==> config.mk <==
export PLATFORM = sky130hd
export DESIGN_NAME = seg7_scan_driver
export DESIGN_NICKNAME = d
export VERILOG_FILES = /design/src/rtl/seg7_scan_driver.sv
export SDC_FILE = /design/constraint.sdc
export NUM_CORES = 1
export LEC_CHECK = 0
export CAP_MARGIN = 20
export CORE_UTILIZATION = 44
export CTS_BUF_LIST = sky130_fd_sc_hd__clkbuf_8
export DETAILED_ROUTE_END_ITERATION = 10
export PLACE_DENSITY_LB_ADDON = 0.12
export RECOVER_POWER = 25
export REMOVE_ABC_BUFFERS = 1
export SLEW_MARGIN = 20
export SYNTH_ARGS = -nofsm -noshare
export SYNTH_HDL_FRONTEND = slang
export SYNTH_SLANG_ARGS = --single-unit
==> constraint.sdc <==
create_clock -name clk -period 2.3 [get_ports clk]
set_input_delay 0.69 -clock clk [delete_from_list [all_inputs] [get_ports clk]]
set_output_delay 0.69 -clock clk [all_outputs]
set_load 0.005 [all_outputs]
==> src/rtl/seg7_scan_driver.sv <==
// seg7_scan_driver: time-multiplexed driver for four common-anode 7-segment digits.
// Digits are captured into a pending bank on load and copied to the active bank only at
// frame boundaries, so a frame never shows a mix of old and new digits.
// Optional feature macro: LEAD_ZERO_BLANK_EN (blank leading zeros of the upper three digits).
module seg7_scan_driver #(
    parameter int unsigned REFRESH_DIV = 100000,
    parameter int unsigned GHOST_CYC   = 64
) (
    input  logic       clk,
    input  logic       reset,
    input  logic       load,
    input  logic [3:0] dig1,
    input  logic [3:0] dig2,
    input  logic [3:0] dig3,
    input  logic [3:0] dig4,
    output logic [6:0] seg,
    output logic [3:0] an,
    output logic       dp
);

    localparam int unsigned CntW = (REFRESH_DIV > 1) ? $clog2(REFRESH_DIV) : 1;
    localparam logic [CntW-1:0] CntLast  = CntW'(REFRESH_DIV - 1);
    localparam logic [CntW-1:0] GhostLim = CntW'(GHOST_CYC);

    logic [CntW-1:0] cnt_q, cnt_d;
    logic [1:0]      idx_q, idx_d;
    // Index 0 = ones .. 3 = thousands
    logic [3:0][3:0] pend_q, pend_d;
    logic [3:0][3:0] act_q, act_d;
    logic [6:0]      seg_q, seg_d;
    logic [3:0]      an_q, an_d;
    logic            slot_end;
    logic            frame_end;
    logic            blank_lead;

    function automatic logic [6:0] decode(input logic [3:0] d);
        logic [6:0] s;
        case (d)
            4'd0:    s = 7'h40;
            4'd1:    s = 7'h79;
            4'd2:    s = 7'h24;
            4'd3:    s = 7'h30;
            4'd4:    s = 7'h19;
            4'd5:    s = 7'h12;
            4'd6:    s = 7'h02;
            4'd7:    s = 7'h78;
            4'd8:    s = 7'h00;
            4'd9:    s = 7'h10;
            default: s = 7'h3F; // non-BCD nibble shows a dash
        endcase
        return s;
    endfunction

    // Slot counter and digit index advance
    always_comb begin
        slot_end  = (cnt_q == CntLast);
        cnt_d     = slot_end ? '0 : cnt_q + CntW'(1);
        idx_d     = slot_end ? idx_q + 2'd1 : idx_q;
        frame_end = slot_end && (idx_q == 2'd3);
    end

    // Capture into pending; pending (including a same-edge load) moves to active at frame end
    always_comb begin
        pend_d = load ? {dig4, dig3, dig2, dig1} : pend_q;
        act_d  = frame_end ? pend_d : act_q;
    end

    // Leading-zero blanking of the currently scanned digit
    always_comb begin
`ifdef LEAD_ZERO_BLANK_EN
        case (idx_q)
            2'd3:    blank_lead = (act_q[3] == 4'd0);
            2'd2:    blank_lead = (act_q[3] == 4'd0) && (act_q[2] == 4'd0);
            2'd1:    blank_lead = (act_q[3] == 4'd0) && (act_q[2] == 4'd0) &&
                                  (act_q[1] == 4'd0);
            default: blank_lead = 1'b0;
        endcase
`else
        blank_lead = 1'b0;
`endif
    end

    // Anode / cathode next value: blanked during the ghost window, else the indexed digit
    always_comb begin
        if (cnt_q < GhostLim) begin
            an_d  = 4'hF;
            seg_d = 7'h7F;
        end else begin
            an_d  = ~(4'b0001 << idx_q);
            seg_d = blank_lead ? 7'h7F : decode(act_q[idx_q]);
        end
    end

    // State and output registers with synchronous reset
    always_ff @(posedge clk) begin
        if (reset) begin
            cnt_q  <= '0;
            idx_q  <= 2'd0;
            pend_q <= '0;
            act_q  <= '0;
            seg_q  <= 7'h7F;
            an_q   <= 4'hF;
        end else begin
            cnt_q  <= cnt_d;
            idx_q  <= idx_d;
            pend_q <= pend_d;
            act_q  <= act_d;
            seg_q  <= seg_d;
            an_q   <= an_d;
        end
    end

    assign seg = seg_q;
    assign an  = an_q;
    assign dp  = 1'b1;

endmodule

==> out/summary.json, run 1 <==
{
  "average_via_count_per_standard_cell": 5.047,
  "ff2ff_setup_slack_ns": 0.11,
  "top_area_cell_type_share_of_the_netlist_area_pct": 45.61,
  "antenna_cells": 0,
  "final-seq-area_mm2": 0.001241,
  "grt_remaining_overflow": 0,
  "cts_root_buffer": "sky130_fd_sc_hd__clkbuf_8",
  "timing.critical_path.max_delay_family": "simple AND/OR/NAND/NOR gates",
  "pwr_density_cell_mw_per_mm2": 630.3,
  "routed_wire_length_per_instance_um": 13.08,
  "ctsHtreeMaxLevel": 3,
  "post-route-min-period_ns": 2.192,
  "timing.critical_path.depth": 4,
  "p_leak_nw": 1.346,
  "filler_cell_count": 537,
  "avgSynthCellArea_um2": 10.27,
  "post_synth_main_area_contributors": "sky130_fd_sc_hd__dfxtp_1, sky130_fd_sc_hd__mux2i_1, sky130_fd_sc_hd__mux2_4",
  "holdBufCountCts": 0,
  "critical_path.cell_chain": "or4_4, nor4_4, nand3_4, mux2_4",
  "synthesis.instances": 265,
  "switching_power_uw": 469.7,
  "crit_type": "register to register",
  "core-area_mm2": 0.005956,
  "row_count": 28,
  "fin_setup_tns_ns": 0,
  "critPathCaptureType": "register",
  "synthDistinctLibCells": 38,
  "first_global_vias": 1745,
  "total_iterations_of_the_first_detailed_routing_run": 4,
  "synth_area_mm2": 0.002721,
  "slew_violations": 0,
  "slowest_delay_ns": 0.58,
  "rsz0062_at_grt": "false",
  "die-width_um": 80.65,
  "post_route_worst_setup_slack_ns": 0.1077,
  "routed-via-count": 1923,
  "total_count_of_hold_check_failures_in_the_final_report": 0,
  "cp_slowest_cell": "sky130_fd_sc_hd__or4_4",
  "dp.cells": 365,
  "hold_path_class": "register to register",
  "multi_input_comb_area_mm2": 0.001375,
  "groute.usage.overall_pct": 17.24,
  "finalNonFillerCells": 381,
  "status": "finished clean",
  "count_of_buffers_inserted_at_the_top_level_ports": 29,
  "die_h_um": 80.65,
  "start_util_pct": 45.69,
  "pre_cts_slack_ns": 0.1141,
  "postRouteAntennaNets": 0,
  "crit-reg2reg-capture": "act_q[6]",
  "depth_of_the_worst_register_to_register_path": 4,
  "seq_power_share_pct": 52.7,
  "timing.critical_path.from_type": "register",
  "peakVddDrop_uv": 398.6,
  "ioPinCount": 31,
  "number_of_antenna_violations_at_the_first_check_in_global_routing": 0,
  "die-area_mm2": 0.006504,
  "drive_gt1_share_pct": 16.99,
  "synthesis.yosys.warnings": 0,
  "wire_length_of_the_first_global_routing_pass_um": 8307,
  "min_path_cells": 1,
  "synth-seq-cells": 62,
  "1st_iter_drt_viols": 57,
  "syn_to_final_growth_pct": 22.12,
  "globalplace.congestion": 0.8293,
  "maximum_number_of_pins_on_one_net_before_global_route_repair": 18,
  "holdCritStartpoint": "cnt_q[0]",
  "cts.clk_slew.worst_paths_ns": 0.07,
  "clkSinkCount": 62,
  "combPwrFrac_pct": 5.1,
  "crit-reg2reg-launch": "cnt_q[12]",
  "cts.repair_timing.setup_buffer_count": 0,
  "detailedPlacementHpwl_um": 3511,
  "maxCapViolCount": 0,
  "setup_viol_count_final": 0,
  "cts_tree": "done",
  "finalCoreUtilization_pct": 55.80,
  "critical_path_peak_fanout": 16,
  "cts_max_path_buffers": 2,
  "max_freq_ghz": 0.4562,
  "synth.largest_area_cell": "sky130_fd_sc_hd__dfxtp_1",
  "hold_end": "cnt_q[0]",
  "timing.clock.skew_ns": 0.01041,
  "sw_frac_of_total_pct": 22.42,
  "detail_route.drc_violations": 0,
  "tritoncts.num_buffers": 9,
  "finalCritPeriodShare_pct": 95.32,
  "wirelength_um": 4982,
  "yosysSeqAreaShare_pct": 45.61,
  "p_clk_share_pct": 42.2,
  "cp_num_buf_inv": 0,
  "cts.repair.resized": 0,
  "latest_clock_arrival_within_the_worst_skew_pair_ns": 0.34,
  "worst-endpoint-required_ns": 2.52,
  "final_layout_net_count": 330,
  "power_report.internal_total_mw": 1.625,
  "arrival_ns": 2.41
}
==> cell families after synthesis <==
kind of cell | share of synthesized area, %
simple gates | 19.26
other cells | 0.1378
buf+inv | 3.862
flops | 45.61
xor+xnor | 3.862
mux | 18.71
compound gates | 3.954
fa+ha+maj | 4.598
==> layout by cell type, fill, tap and decap left out, drive strengths merged, types with 3 or more instances in the layout <==
cell,synthesis,final
xor2,8,8
buf,6,10
inv,10,10
clkdlybuf4s50,0,27
a21oi,5,5
ha,10,10
dfxtp,62,62
and3,3,3
nand2,11,11
nand4,8,8
xnor2,4,4
o21ai,10,10
clkbuf,8,12
nand3,9,9
nor2,33,33
mux2,17,17
mux2i,19,19
nor2b,16,16
nor4,5,5
clkinv,0,4
mux4,4,4
==> routing by layer <==
| layer | wire [um] | track usage, % | up-vias |
|---|---|---|---|
| met5 | 0 | 0 | - |
| met4 | 106 | 9.107 | 0 |
| met3 | 175 | 4.432 | 11 |
| met2 | 2286 | 26.61 | 38 |
| met1 | 2414 | 21.88 | 892 |
| li1 | - | - | 982 |
==> Yosys cell counts <==
library cell	instances
sky130_fd_sc_hd__and4_1	1
sky130_fd_sc_hd__buf_4	1
sky130_fd_sc_hd__buf_1	1
sky130_fd_sc_hd__nand3_1	8
sky130_fd_sc_hd__ha_1	10
sky130_fd_sc_hd__nand2_1	11
sky130_fd_sc_hd__dfxtp_1	62
sky130_fd_sc_hd__inv_1	10
sky130_fd_sc_hd__a21o_1	2
sky130_fd_sc_hd__mux2_2	7
sky130_fd_sc_hd__o41ai_1	1
sky130_fd_sc_hd__nand3_4	1
sky130_fd_sc_hd__nand4_1	8
sky130_fd_sc_hd__nor3_1	1
sky130_fd_sc_hd__or3_1	2
sky130_fd_sc_hd__mux4_2	4
sky130_fd_sc_hd__xor2_1	8
sky130_fd_sc_hd__and2_1	2
sky130_fd_sc_hd__a41oi_1	1
sky130_fd_sc_hd__buf_2	3
sky130_fd_sc_hd__xnor2_1	4
sky130_fd_sc_hd__or4_1	1
sky130_fd_sc_hd__conb_1	1
sky130_fd_sc_hd__nor2_1	33
sky130_fd_sc_hd__mux2_4	10
sky130_fd_sc_hd__nand4b_1	1
sky130_fd_sc_hd__mux2i_1	19
sky130_fd_sc_hd__or2_2	2
sky130_fd_sc_hd__or4_4	1
sky130_fd_sc_hd__nor2b_1	16
sky130_fd_sc_hd__a21oi_1	5
sky130_fd_sc_hd__nor4_1	4
sky130_fd_sc_hd__buf_6	1
sky130_fd_sc_hd__o21ai_0	10
sky130_fd_sc_hd__nor4_4	1
sky130_fd_sc_hd__clkbuf_1	8
sky130_fd_sc_hd__and3_1	3
sky130_fd_sc_hd__nand3b_1	1
==> power by group through the flow <==
stage / sequential, mW / combinational [mW] / clock [mW]
after global routing: 1.11 / 0.116 / 0.962
final: 1.10 / 0.106 / 0.884
after global placement: 1.13 / 0.107 / 0
after CTS: 1.10 / 0.109 / 0.907
after detailed placement: 1.13 / 0.108 / 0
after floorplan: 1.13 / 0.0401 / 0
==> state kept, by name, indices dropped and copies added, names as in the netlist <==
name and count:
an 4, cnt_q 17, seg 7, act_q 16
idx_q 2, pend_q 16
==> area by class of cell <==
type	instances	area share, %
tap	75	2.824
clock buffer	12	4.970
clock inverter	4	0.6024
sequential	62	37.35
timing repair buffer	39	11.75
inverter	10	1.130
multi-input combinational	179	41.38
==> per-stage QoR <==
stage	hold slack [ns]	area, um2	power, mW
after global routing	0.5254	3323	2.184
after detailed placement	0.4914	3138	1.237
after floorplan	0.4529	2654	1.166
final	0.5108	3323	2.094
after global placement	0.4844	3138	1.236
after CTS	0.5092	3323	2.120
==> worst max path at each step <==
| stage | start | endpoint | slack [ns] |
|---|---|---|---|
| 2_1_floorplan | cnt_q[12] | act_q[10] | 0.30 |
| 3_3_place_gp | cnt_q[12] | act_q[6] | 0.19 |
| 3_5_place_dp | cnt_q[12] | act_q[5] | 0.11 |
| 4_1_cts | cnt_q[12] | act_q[6] | 0.1 |
| 5_1_grt | cnt_q[12] | act_q[5] | 0.001 |
| 6_report | cnt_q[12] | act_q[6] | 0.11 |
Power figures use the tool's default switching activity.
==> run 2: changes to the inputs <==
--- a/config.mk
+++ b/config.mk
@@ -9,6 +9,7 @@
 export CORE_UTILIZATION = 44
 export CTS_BUF_LIST = sky130_fd_sc_hd__clkbuf_8
 export DETAILED_ROUTE_END_ITERATION = 10
+export DONT_BUFFER_PORTS = 1
 export PLACE_DENSITY_LB_ADDON = 0.12
 export RECOVER_POWER = 25
 export REMOVE_ABC_BUFFERS = 1
==> run 2 against run 1 <==
Routed wire length decreased by 4.7%. Sequential share of layout area rose by 4.8 points. Via count fell by 8.6%. Non-clock buffer count decreased by 34. Combinational power shrank 53%. Power down 6.6%. Sequential cell count unchanged.
==> out/summary.json, run 2 (synthesis gave the netlist of run 1 again) <==
{
  "critical_path_peak_fanout": 16,
  "average_via_count_per_standard_cell": 5.108,
  "finalCritPeriodShare_pct": 93.07,
  "postRouteAntennaNets": 0,
  "wirelength_um": 4749,
  "layout.cells.most_common": "sky130_fd_sc_hd__dfxtp_1",
  "die-width_um": 80.65,
  "count_of_buffers_inserted_at_the_top_level_ports": 0,
  "wire_length_of_the_first_global_routing_pass_um": 7672,
  "number_of_antenna_violations_at_the_first_check_in_global_routing": 0,
  "cts_tree": "done",
  "slew_violations": 0,
  "worst-endpoint-required_ns": 2.52,
  "drive_gt1_share_pct": 15.99,
  "routed-via-count": 1757,
  "clkSinkCount": 62,
  "final_layout_net_count": 296,
  "hold_path_class": "input pin to register",
  "globalplace.congestion": 0.7790,
  "cts_root_buffer": "sky130_fd_sc_hd__clkbuf_8",
  "largest_reg_by_ff_count": "cnt_q",
  "die-area_mm2": 0.006504,
  "p_leak_nw": 1.174,
  "status": "finished clean",
  "pwr_density_cell_mw_per_mm2": 664.9,
  "post_route_worst_setup_slack_ns": 0.1594,
  "detailedPlacementHpwl_um": 3248,
  "crit_type": "register to register",
  "detail_route.drc_violations": 0,
  "cts.clk_slew.worst_paths_ns": 0.06,
  "ioPinCount": 31,
  "filler_cell_count": 559,
  "finalNonFillerCells": 344,
  "final_area_mm2": 0.002943,
  "total_count_of_hold_check_failures_in_the_final_report": 0,
  "rsz0062_at_grt": "false",
  "total_iterations_of_the_first_detailed_routing_run": 4,
  "finalCoreUtilization_pct": 49.41,
  "routed_wire_length_per_instance_um": 13.81,
  "timing.critical_path.from_type": "register",
  "1st_iter_drt_viols": 75,
  "start_util_pct": 45.69,
  "peakVddDrop_uv": 356.8,
  "most-common-layout-cells": "sky130_fd_sc_hd__dfxtp_1, sky130_fd_sc_hd__nor2_1, sky130_fd_sc_hd__mux2i_1",
  "maxCapViolCount": 0,
  "cts.repair.resized": 0,
  "tritoncts.num_buffers": 9,
  "finalPower_mw": 1.957,
  "row_count": 28,
  "post-route-min-period_ns": 2.141,
  "cts_max_path_buffers": 2,
  "largest_register_ff_count": 17,
  "first_global_vias": 1607,
  "arrival_ns": 2.36,
  "multi_input_comb_area_mm2": 0.001375,
  "grt_remaining_overflow": 0,
  "antenna_cells": 0,
  "ctsHtreeMaxLevel": 3,
  "die_h_um": 80.65,
  "timing.clock.skew_ns": 0.008535,
  "pre_cts_slack_ns": 0.1536,
  "groute.usage.overall_pct": 16.19,
  "placement.cell_area_mm2": 0.002785,
  "setup_viol_count_final": 0,
  "max_freq_ghz": 0.4672,
  "maximum_number_of_pins_on_one_net_before_global_route_repair": 37,
  "cts.repair_timing.setup_buffer_count": 0,
  "syn_to_final_growth_pct": 8.138,
  "fin_setup_tns_ns": 0,
  "final-seq-area_mm2": 0.001241,
  "dp.cells": 331,
  "reg.largest.list": "cnt_q x17, act_q x16, pend_q x16",
  "core-area_mm2": 0.005956,
  "latest_clock_arrival_within_the_worst_skew_pair_ns": 0.33,
  "finalHoldWorstSlack_ns": 0.4449,
  "critPathCaptureType": "register",
  "holdBufCountCts": 0
}
run 2: final cells by class:
class | count | area share (%)
multi-input combinational | 179 | 46.73
sequential | 62 | 42.18
inverter | 10 | 1.276
tap | 75 | 3.189
clock inverter | 2 | 0.3401
timing repair buffer | 5 | 1.148
clock buffer | 11 | 5.145
run 2: path summary, 6_finish.rpt:
check / startpoint / to / slack [ns] / cells after the start
worst max-delay path: cnt_q[12] / act_q[8] / 0.16 / 4
worst min-delay path: reset / idx_q[1] / 0.44 / 1
worst max register to register: cnt_q[12] / act_q[8] / 0.16 / 4
worst min register to register: cnt_q[0] / cnt_q[0] / 0.49 / 1
run 2: where the power goes:
group	internal [mW]	switching, mW	leakage [nW]
Sequential	1.09	0.00971	0.504
Clock	0.427	0.374	0.0869
Combinational	0.0248	0.0251	0.583
run 2: metal layers:
| layer | share of wire, % | global-route usage [%] | vias up |
|---|---|---|---|
| met5 | 0 | 0 | - |
| met4 | 2.1 | 10.71 | 0 |
| met3 | 5.1 | 4.432 | 9 |
| met2 | 46 | 23.47 | 42 |
| met1 | 47 | 20.78 | 798 |
| li1 | - | - | 908 |
run 2: critical path, stage by stage (launching register included):
cell and delay (ns):
sky130_fd_sc_hd__dfxtp_1 0.36, sky130_fd_sc_hd__or4_4 0.57, sky130_fd_sc_hd__nor4_4 0.39, sky130_fd_sc_hd__nand3_4 0.32
sky130_fd_sc_hd__mux2_4 0.38
==> run 3: changes to the inputs <==
--- a/config.mk
+++ b/config.mk
@@ -5,6 +5,7 @@
 export SDC_FILE = /design/constraint.sdc
 export NUM_CORES = 1
 export LEC_CHECK = 0
+export ABC_AREA = 0
 export CAP_MARGIN = 20
 export CORE_UTILIZATION = 44
 export CTS_BUF_LIST = sky130_fd_sc_hd__clkbuf_8
==> results of run 3 <==
The final DEF is identical to that of run 2; final timing and power are the same.
